--- config.mk ---
export PLATFORM = sky130hd
export DESIGN_NAME = sync_fifo_ctl
export DESIGN_NICKNAME = d
export VERILOG_FILES = /design/src/rtl/sync_fifo_ctl.sv
export SDC_FILE = /design/constraint.sdc
export NUM_CORES = 1
export LEC_CHECK = 0
export ABC_AREA = 1
export CORE_UTILIZATION = 50
export DETAILED_ROUTE_END_ITERATION = 8
export PLACE_DENSITY = 0.68
export SYNTH_ARGS = -nofsm -noshare
export SYNTH_HDL_FRONTEND = slang
export SYNTH_SLANG_ARGS = --single-unit
--- constraint.sdc ---
create_clock -name clk -period 3.06 [get_ports clk]
set_input_delay 0.612 -clock clk [delete_from_list [all_inputs] [get_ports clk]]
set_output_delay 0.612 -clock clk [all_outputs]
set_load 0.01 [all_outputs]
--- src/rtl/sync_fifo_ctl.sv ---
// rtl/sync_fifo_ctl.sv - single-clock FIFO with registered/FWFT read, thresholds, count and sticky errors
module sync_fifo_ctl #(
  parameter int DSIZE    = 8,
  parameter int ASIZE    = 4,
  parameter int FWFT     = 0,
  parameter int AF_LEVEL = (1 << ASIZE) - 2,
  parameter int AE_LEVEL = 2
) (
  input  logic             clk,
  input  logic             rst_n,
  input  logic [DSIZE-1:0] wdata,
  input  logic             winc,
  input  logic             rinc,
  output logic [DSIZE-1:0] rdata,
  output logic             wfull,
  output logic             rempty,
  output logic             almost_full,
  output logic             almost_empty,
  output logic [ASIZE:0]   count,
  output logic             wovf,
  output logic             rudf
);

  localparam int DEPTH = 1 << ASIZE;
  localparam logic [ASIZE:0] AF_THR  = AF_LEVEL[ASIZE:0];
  localparam logic [ASIZE:0] AE_THR  = AE_LEVEL[ASIZE:0];
  localparam logic [ASIZE:0] PTR_ONE = {{ASIZE{1'b0}}, 1'b1};

  if (ASIZE < 1 || AE_LEVEL < 0 || AE_LEVEL >= AF_LEVEL || AF_LEVEL > DEPTH) begin : g_bad_params
    $error("sync_fifo_ctl: need ASIZE >= 1 and 0 <= AE_LEVEL < AF_LEVEL <= DEPTH");
  end

  logic [DSIZE-1:0] mem [DEPTH];
  logic [ASIZE:0]   wptr, rptr;
  logic [ASIZE:0]   wptr_n, rptr_n, count_n;
  logic             wr_acc, rd_acc;

  // Acceptance uses only the registered flags, so a rejected op cannot touch state.
  assign wr_acc = winc && !wfull;
  assign rd_acc = rinc && !rempty;

  always_comb begin
    wptr_n  = wptr;
    rptr_n  = rptr;
    count_n = count;
    if (wr_acc) wptr_n = wptr + PTR_ONE;
    if (rd_acc) rptr_n = rptr + PTR_ONE;
    case ({wr_acc, rd_acc})
      2'b10:   count_n = count + PTR_ONE;
      2'b01:   count_n = count - PTR_ONE;
      default: count_n = count;
    endcase
  end

  always_ff @(posedge clk) begin
    if (wr_acc) mem[wptr[ASIZE-1:0]] <= wdata;
  end

  always_ff @(posedge clk) begin
    if (!rst_n) begin
      wptr         <= '0;
      rptr         <= '0;
      count        <= '0;
      wfull        <= 1'b0;
      rempty       <= 1'b1;
      almost_full  <= 1'b0;
      almost_empty <= 1'b1;
      wovf         <= 1'b0;
      rudf         <= 1'b0;
    end else begin
      wptr         <= wptr_n;
      rptr         <= rptr_n;
      count        <= count_n;
      wfull        <= (wptr_n[ASIZE] != rptr_n[ASIZE]) &&
                      (wptr_n[ASIZE-1:0] == rptr_n[ASIZE-1:0]);
      rempty       <= (wptr_n == rptr_n);
      almost_full  <= (count_n >= AF_THR);
      almost_empty <= (count_n <= AE_THR);
      wovf         <= wovf | (winc && wfull);
      rudf         <= rudf | (rinc && rempty);
    end
  end

  if (FWFT != 0) begin : g_fwft
    // Head word is read straight from memory; zero while empty keeps reset/empty output clean.
    assign rdata = rempty ? '0 : mem[rptr[ASIZE-1:0]];
  end else begin : g_reg_read
    logic [DSIZE-1:0] rdata_q;

    always_ff @(posedge clk) begin
      if (!rst_n) begin
        rdata_q <= '0;
      end else if (rd_acc) begin
        rdata_q <= mem[rptr[ASIZE-1:0]];
      end
    end

    assign rdata = rdata_q;
  end

endmodule

[After elaboration in Yosys (flattened, before gate mapping)]
Memories as Yosys holds them, arrays and structs flattened. A register that Yosys moved wholly into a read port is not among the register bits.
Cells that the tools add are included.
Operators by class
  eq/ne operators: 5
  bitwise gates (word level): 2
  reductions and logical operators: 8
  $add $sub $neg: 4
  order comparisons: 2
  multiplexer cells: 5
Operator list (number)
  5-bit by 1-bit adder with 5-bit output (second input constant): 3
  5-bit 2-to-1 mux: 2
  5-bit one-hot mux with 2 select lines: 1
  5-bit equality test: 1
  5-bit by 4-bit greater-or-equal comparator with 1-bit output (second input constant): 1
  5-bit by 2-bit less-or-equal comparator with 1-bit output (second input constant): 1
  1-bit logical AND: 5
  5-bit by 1-bit subtractor with 5-bit output (second input constant): 1
  4-bit equality test: 1
  1-bit logical NOT: 3
  2-bit by 1-bit equality test with 1-bit output (second input constant): 1
  2-bit equality test (second input constant): 1
  1-bit 2-to-1 mux: 2
  1-bit OR: 2
  1-bit != test: 1
Word-level totals
  output and inout port bits: 19
  input port bits: 12
  memories: 1
  flip-flop bits (word level): 21
  RAM bits: 128
Memory list
  mem: depth 16, bits a word 8, read ports 1, clocked after Yosys merged registers in 1, wr ports 1, RTL line 33  | logic [DSIZE-1:0] mem [DEPTH];

[Depth between registers and ports, before layout]
  word-level depth: 5
  gate-level depth with buffers: 15

[Least setup slack after synthesis]
OpenSTA, ideal clock, no wires.
  path type: input to register
  from: input port rinc
  to: register almost_empty
  required time: 2.945 ns
  setup slack: 0.925 ns
  arrival: 2.020 ns
  setup time: 0.115 ns
  stages: 13
  cell sequence: inv_1 -> nor2_4 -> buf_4 -> clkbuf_1 -> ha_1 -> nand2_1 -> nand2_1 -> nand3b_1 -> nand3_1 -> o21ai_0 -> a21oi_1 -> nand2_1 -> nor2_1
On the way
  longest elaborated chain between the ends: 4
  elaborated cells on any way between the ends: 5
  classes of those cells: 1 x order compare; 2 x eq/ne; 1 x mux; 1 x reduce/logical
Ends and longest elaborated chain
  start, declared: RTL line 13  | input logic rinc,
  1-bit logical AND (*): RTL line 40  | assign rd_acc = rinc && !rempty;
  2-bit by 1-bit equality test with 1-bit output or 2-bit equality test (tied branches): RTL line 48  | case ({wr_acc, rd_acc})
  5-bit one-hot mux with 2 select lines (*): RTL line 48
  5-bit by 2-bit less-or-equal comparator with 1-bit output (*): RTL line 78  | almost_empty <= (count_n <= AE_THR);
  end signal, assigned: RTL line 78
  end, declared: RTL line 18  | output logic almost_empty,
Every way passes the cells marked *; elsewhere a longest branch is shown, timed or not.
A chain may end at the register's enable or synchronous reset.

[Worst setup path after layout]
Same ends and word-level chain as after synthesis.

==> results by group <==
Outcome
  • Status: finished clean

GRT
  • Total gr overflow: 0
  • Largest net degree at the start of global routing: between 60 and 70
  • Initial antenna violation count: 0
  • GRT Util Overall: 0.2393
  • First-pass GRT wire length: 22,350 um
  • Vias in the first global route: between 4,000 and 5,000

Synth
  • #FFs+latches synth: roughly 160
  • Distinct cell type count after synthesis: 28
  • Sequential share of the synthesized area: 0.6972
  • Syn nets: between 500 and 600
  • Post-synthesis cell count: ~550
  • Count leader, synth: edfxtp_1
  • Area share of the largest cell type after synthesis: 0.6057
  • YS warnings: 0
  • Post-synth top flop: edfxtp_1
  • Syn Std Cell Area: around 0.0063 sq mm
  • Largest cells by area after synthesis: edfxtp_1 61%, dfxtp_1 9.1%, o21ai_0 6.1%, nor2_1 6.0%, nand2_1 3.3%
  • Post-synth top area cell: edfxtp_1
  • Fraction of registers with async set/reset: 0
  • Post-synth EDFFs: roughly 130
  • Avg Cell Area, Syn: approximately 12 sq um
  • Most frequent cells after synthesis: 128 x edfxtp_1, 101 x nor2_1, 77 x o21ai_0, 56 x nand2_1, 29 x dfxtp_1

Placed design
  • Global placer's final weighted congestion: around 0.94
  • IO Port Bufs: 30
  • Post-DP Area: roughly 0.0069 sq mm
  • Hpwl dp: slightly below 9000 um

Clock tree
  • CTS tree: built
  • CTS buffer count: 17
  • Cts hold-fix bufs: 0
  • Root Buffer: clkbuf_16
  • CTS clk-pin slew, worst paths: around 0.060 ns
  • CTS HTree Levels: 4
  • Clock buffer depth: 2
  • Clock latency on the worst-skew pair: about 0.43 ns
  • Clock Sinks: about 160
  • Post-CTS sizing: 0
  • Setup Fix Bufs, Post-CTS: 0

Layout
  • Design area: 0.007569 sq mm
  • Nets@finish: roughly 600
  • Layout cells sized above 1: 0.1038
  • Layout area overhead: 19.26%
  • Number of diodes: 0

Routing
  • Antenna-violating nets left: 0
  • Via density: ~5.6
  • Pre-Repair DR Iteration Count: 5
  • WL final: about 15,000 um
  • Initial DRC Count: 406
  • Wire per inst: 18.74 um
  • Vias: 4,340
  • DRC: 0

STA
  • Setup tns final: 0 ns
  • Min cycle time layout: between 2 and 2.5 ns
  • Slew HR: 0.4182
  • Final Hold Vio Count: 0
  • RSZ-0062 raised after global routing: false
  • Fin Hold WS: roughly 0.47 ns
  • Slew @ Worst Pin: between 0.8 and 0.9 ns
  • Final Skew: roughly 0.0063 ns
  • Final period util: 0.7432
  • Final Setup Violations: 0
  • Max Clk Rate: between 0.4 and 0.5 GHz
  • Pins Over Slew Limit: 0

Critical path
  • Most frequent CP cell: nand2_1
  • Worst Setup Start Kind: input port
  • Crit-path max cell delay: roughly 0.5 ns
  • R2R depth: 5
  • Critical Path RT: 3.42 ns
  • Register-to-register setup slack: between 1 and 1.5 ns
  • Top Family by Delay on Critical Path: simple AND/OR/NAND/NOR gates
  • Reg2reg end: rdata[3]
  • Slowest stage cell, crit path: clkdlybuf4s50_1
  • Crit Path Class: input port to flop
  • Worst reg2reg startpoint: rptr[0]
  • CP Capture Type: flop
  • WP data arrival: roughly 2.6 ns
  • Setup crit start: rinc
  • CP Cell Sequence: clkdlybuf4s50_1 > inv_1 > nor2_4 > nand2_1 > nand2_1 > nand2_1 > ha_1 > inv_1 > nand2_1 > nand3b_1 > nand3_1 > o21ai_0 > a21oi_1 > nand2_1 > nor2_1
  • End point of the critical path: almost_empty
  • Critical-path maximum fanout: 6
  • Buf/Inv on CP: 3
  • Worst path depth: 15

Floorplan
  • Core area: approximately 0.012 sq mm
  • Die width: 114.7 um
  • Die Height: 114.7 um
  • Die area: between 0.01 and 0.015 sq mm
  • IO Pins: 31
  • Initial Util: 0.5197
  • Core Rows: 40

Power
  • Peak supply drop: 0.0003083 V
  • Lkg Pwr: 2.690 nW
  • PwrDens: roughly 700 mW/mm^2

Min path
  • Worst hold path type: flop to flop

Job
  • Max Cap Viol: 0
-- area by class of cell --
type                       instances  area, sq um
inverter                          27        101.3
multi-input combinational        339         1719
tap                              168        210.2
clock inverter                    15        221.5
fill                             967         4643
clock buffer                      17        425.4
timing repair buffer              52        465.4
sequential                       157         4425
-- worst min path at each step --
stage	from	end	slack (ns)	cells past startpoint
finish	wovf	wovf	0.47	2
global route	rudf	rudf	0.53	2
CTS	rudf	rudf	0.47	2
detailed placement	rudf	rudf	0.45	2
global placement	wovf	wovf	0.45	2
floorplan	wptr[4]	wptr[4]	0.49	2
-- cell families (layout without fill, tap and decap cells) --
kind of cell | count (synthesis) | after routing | synth area share
flops | 157 | 157 | 0.6972
xor+xnor | 11 | 11 | 0.01518
simple gates | 188 | 188 | 0.1234
buf+inv | 52 | 111 | 0.03194
compound gates | 133 | 133 | 0.1185
fa+ha+maj | 7 | 7 | 0.01380
-- cells in the final DEF, fill, tap and decap left out, types with 2 or more instances in the layout --
master           Yosys  routed
ha_1                 7       7
nand4_1              4       4
inv_2                2       2
o221ai_1            13      13
clkinv_2             0       3
nor2_1             101     101
buf_4                1      22
dfxtp_1             29      28
nor2_4               3       3
clkbuf_16            0      17
o21ai_0             77      77
xnor2_1              5       5
clkinv_4             0       6
o211ai_1             4       4
nor3_1               2       2
edfxtp_1           128     128
nand2_1             56      56
xor2_1               6       6
nand3_1             17      17
o22ai_1             19      19
bufinv_16            0       5
clkdlybuf4s50_1      0      30
a21oi_1             19      19
clkinv_1             1       2
inv_1               24      24
-- metrics by stage --
step | std cells | utilization | total power, W | setup WS, ns
floorplan | 548 | - | 0.002843 | 0.9249
global placement | 743 | 0.5668 | 0.003099 | 0.4814
detailed placement | 743 | 0.5668 | 0.003117 | 0.3650
CTS | 775 | 0.6198 | 0.005379 | 0.8051
global route | 775 | 0.6198 | 0.005530 | 0.5359
finish | 775 | 0.6198 | 0.005363 | 0.7857
-- routing by layer --
layer	vias up	routed length, um	track usage
met1	2110	6523	0.3234
met4	0	321	0.1048
met2	153	6681	0.3762
li1	2053	-	-
met3	24	996	0.04976
met5	-	0	0
-- power by group --
| part | leakage (nW) | switching [W] | internal (W) | total (W) |
|---|---|---|---|---|
| combinational | 0.977 | 0.000433 | 0.000232 | 0.000665 |
| sequential | 1.39 | 0.0000411 | 0.00237 | 0.00241 |
| clock | 0.318 | 0.000838 | 0.00145 | 0.00228 |
| total | 2.69 | 0.00131 | 0.00405 | 0.00536 |
-- sequential cells by signal, summed over array words and instances (netlist names) --
name          flops
wptr              5
almost_empty      1
rempty            1
rudf              1
wovf              1
rptr              5
count             5
rdata             8
wfull             1
mem             128
almost_full       1
-- tightest hold or removal path, stage by stage (launching register included) --
cell and delay [ns]:
dfxtp_1 0.32, a21oi_1 0.04, nor2_1 0.07
No activity file was read; power rests on OpenSTA's default activity.
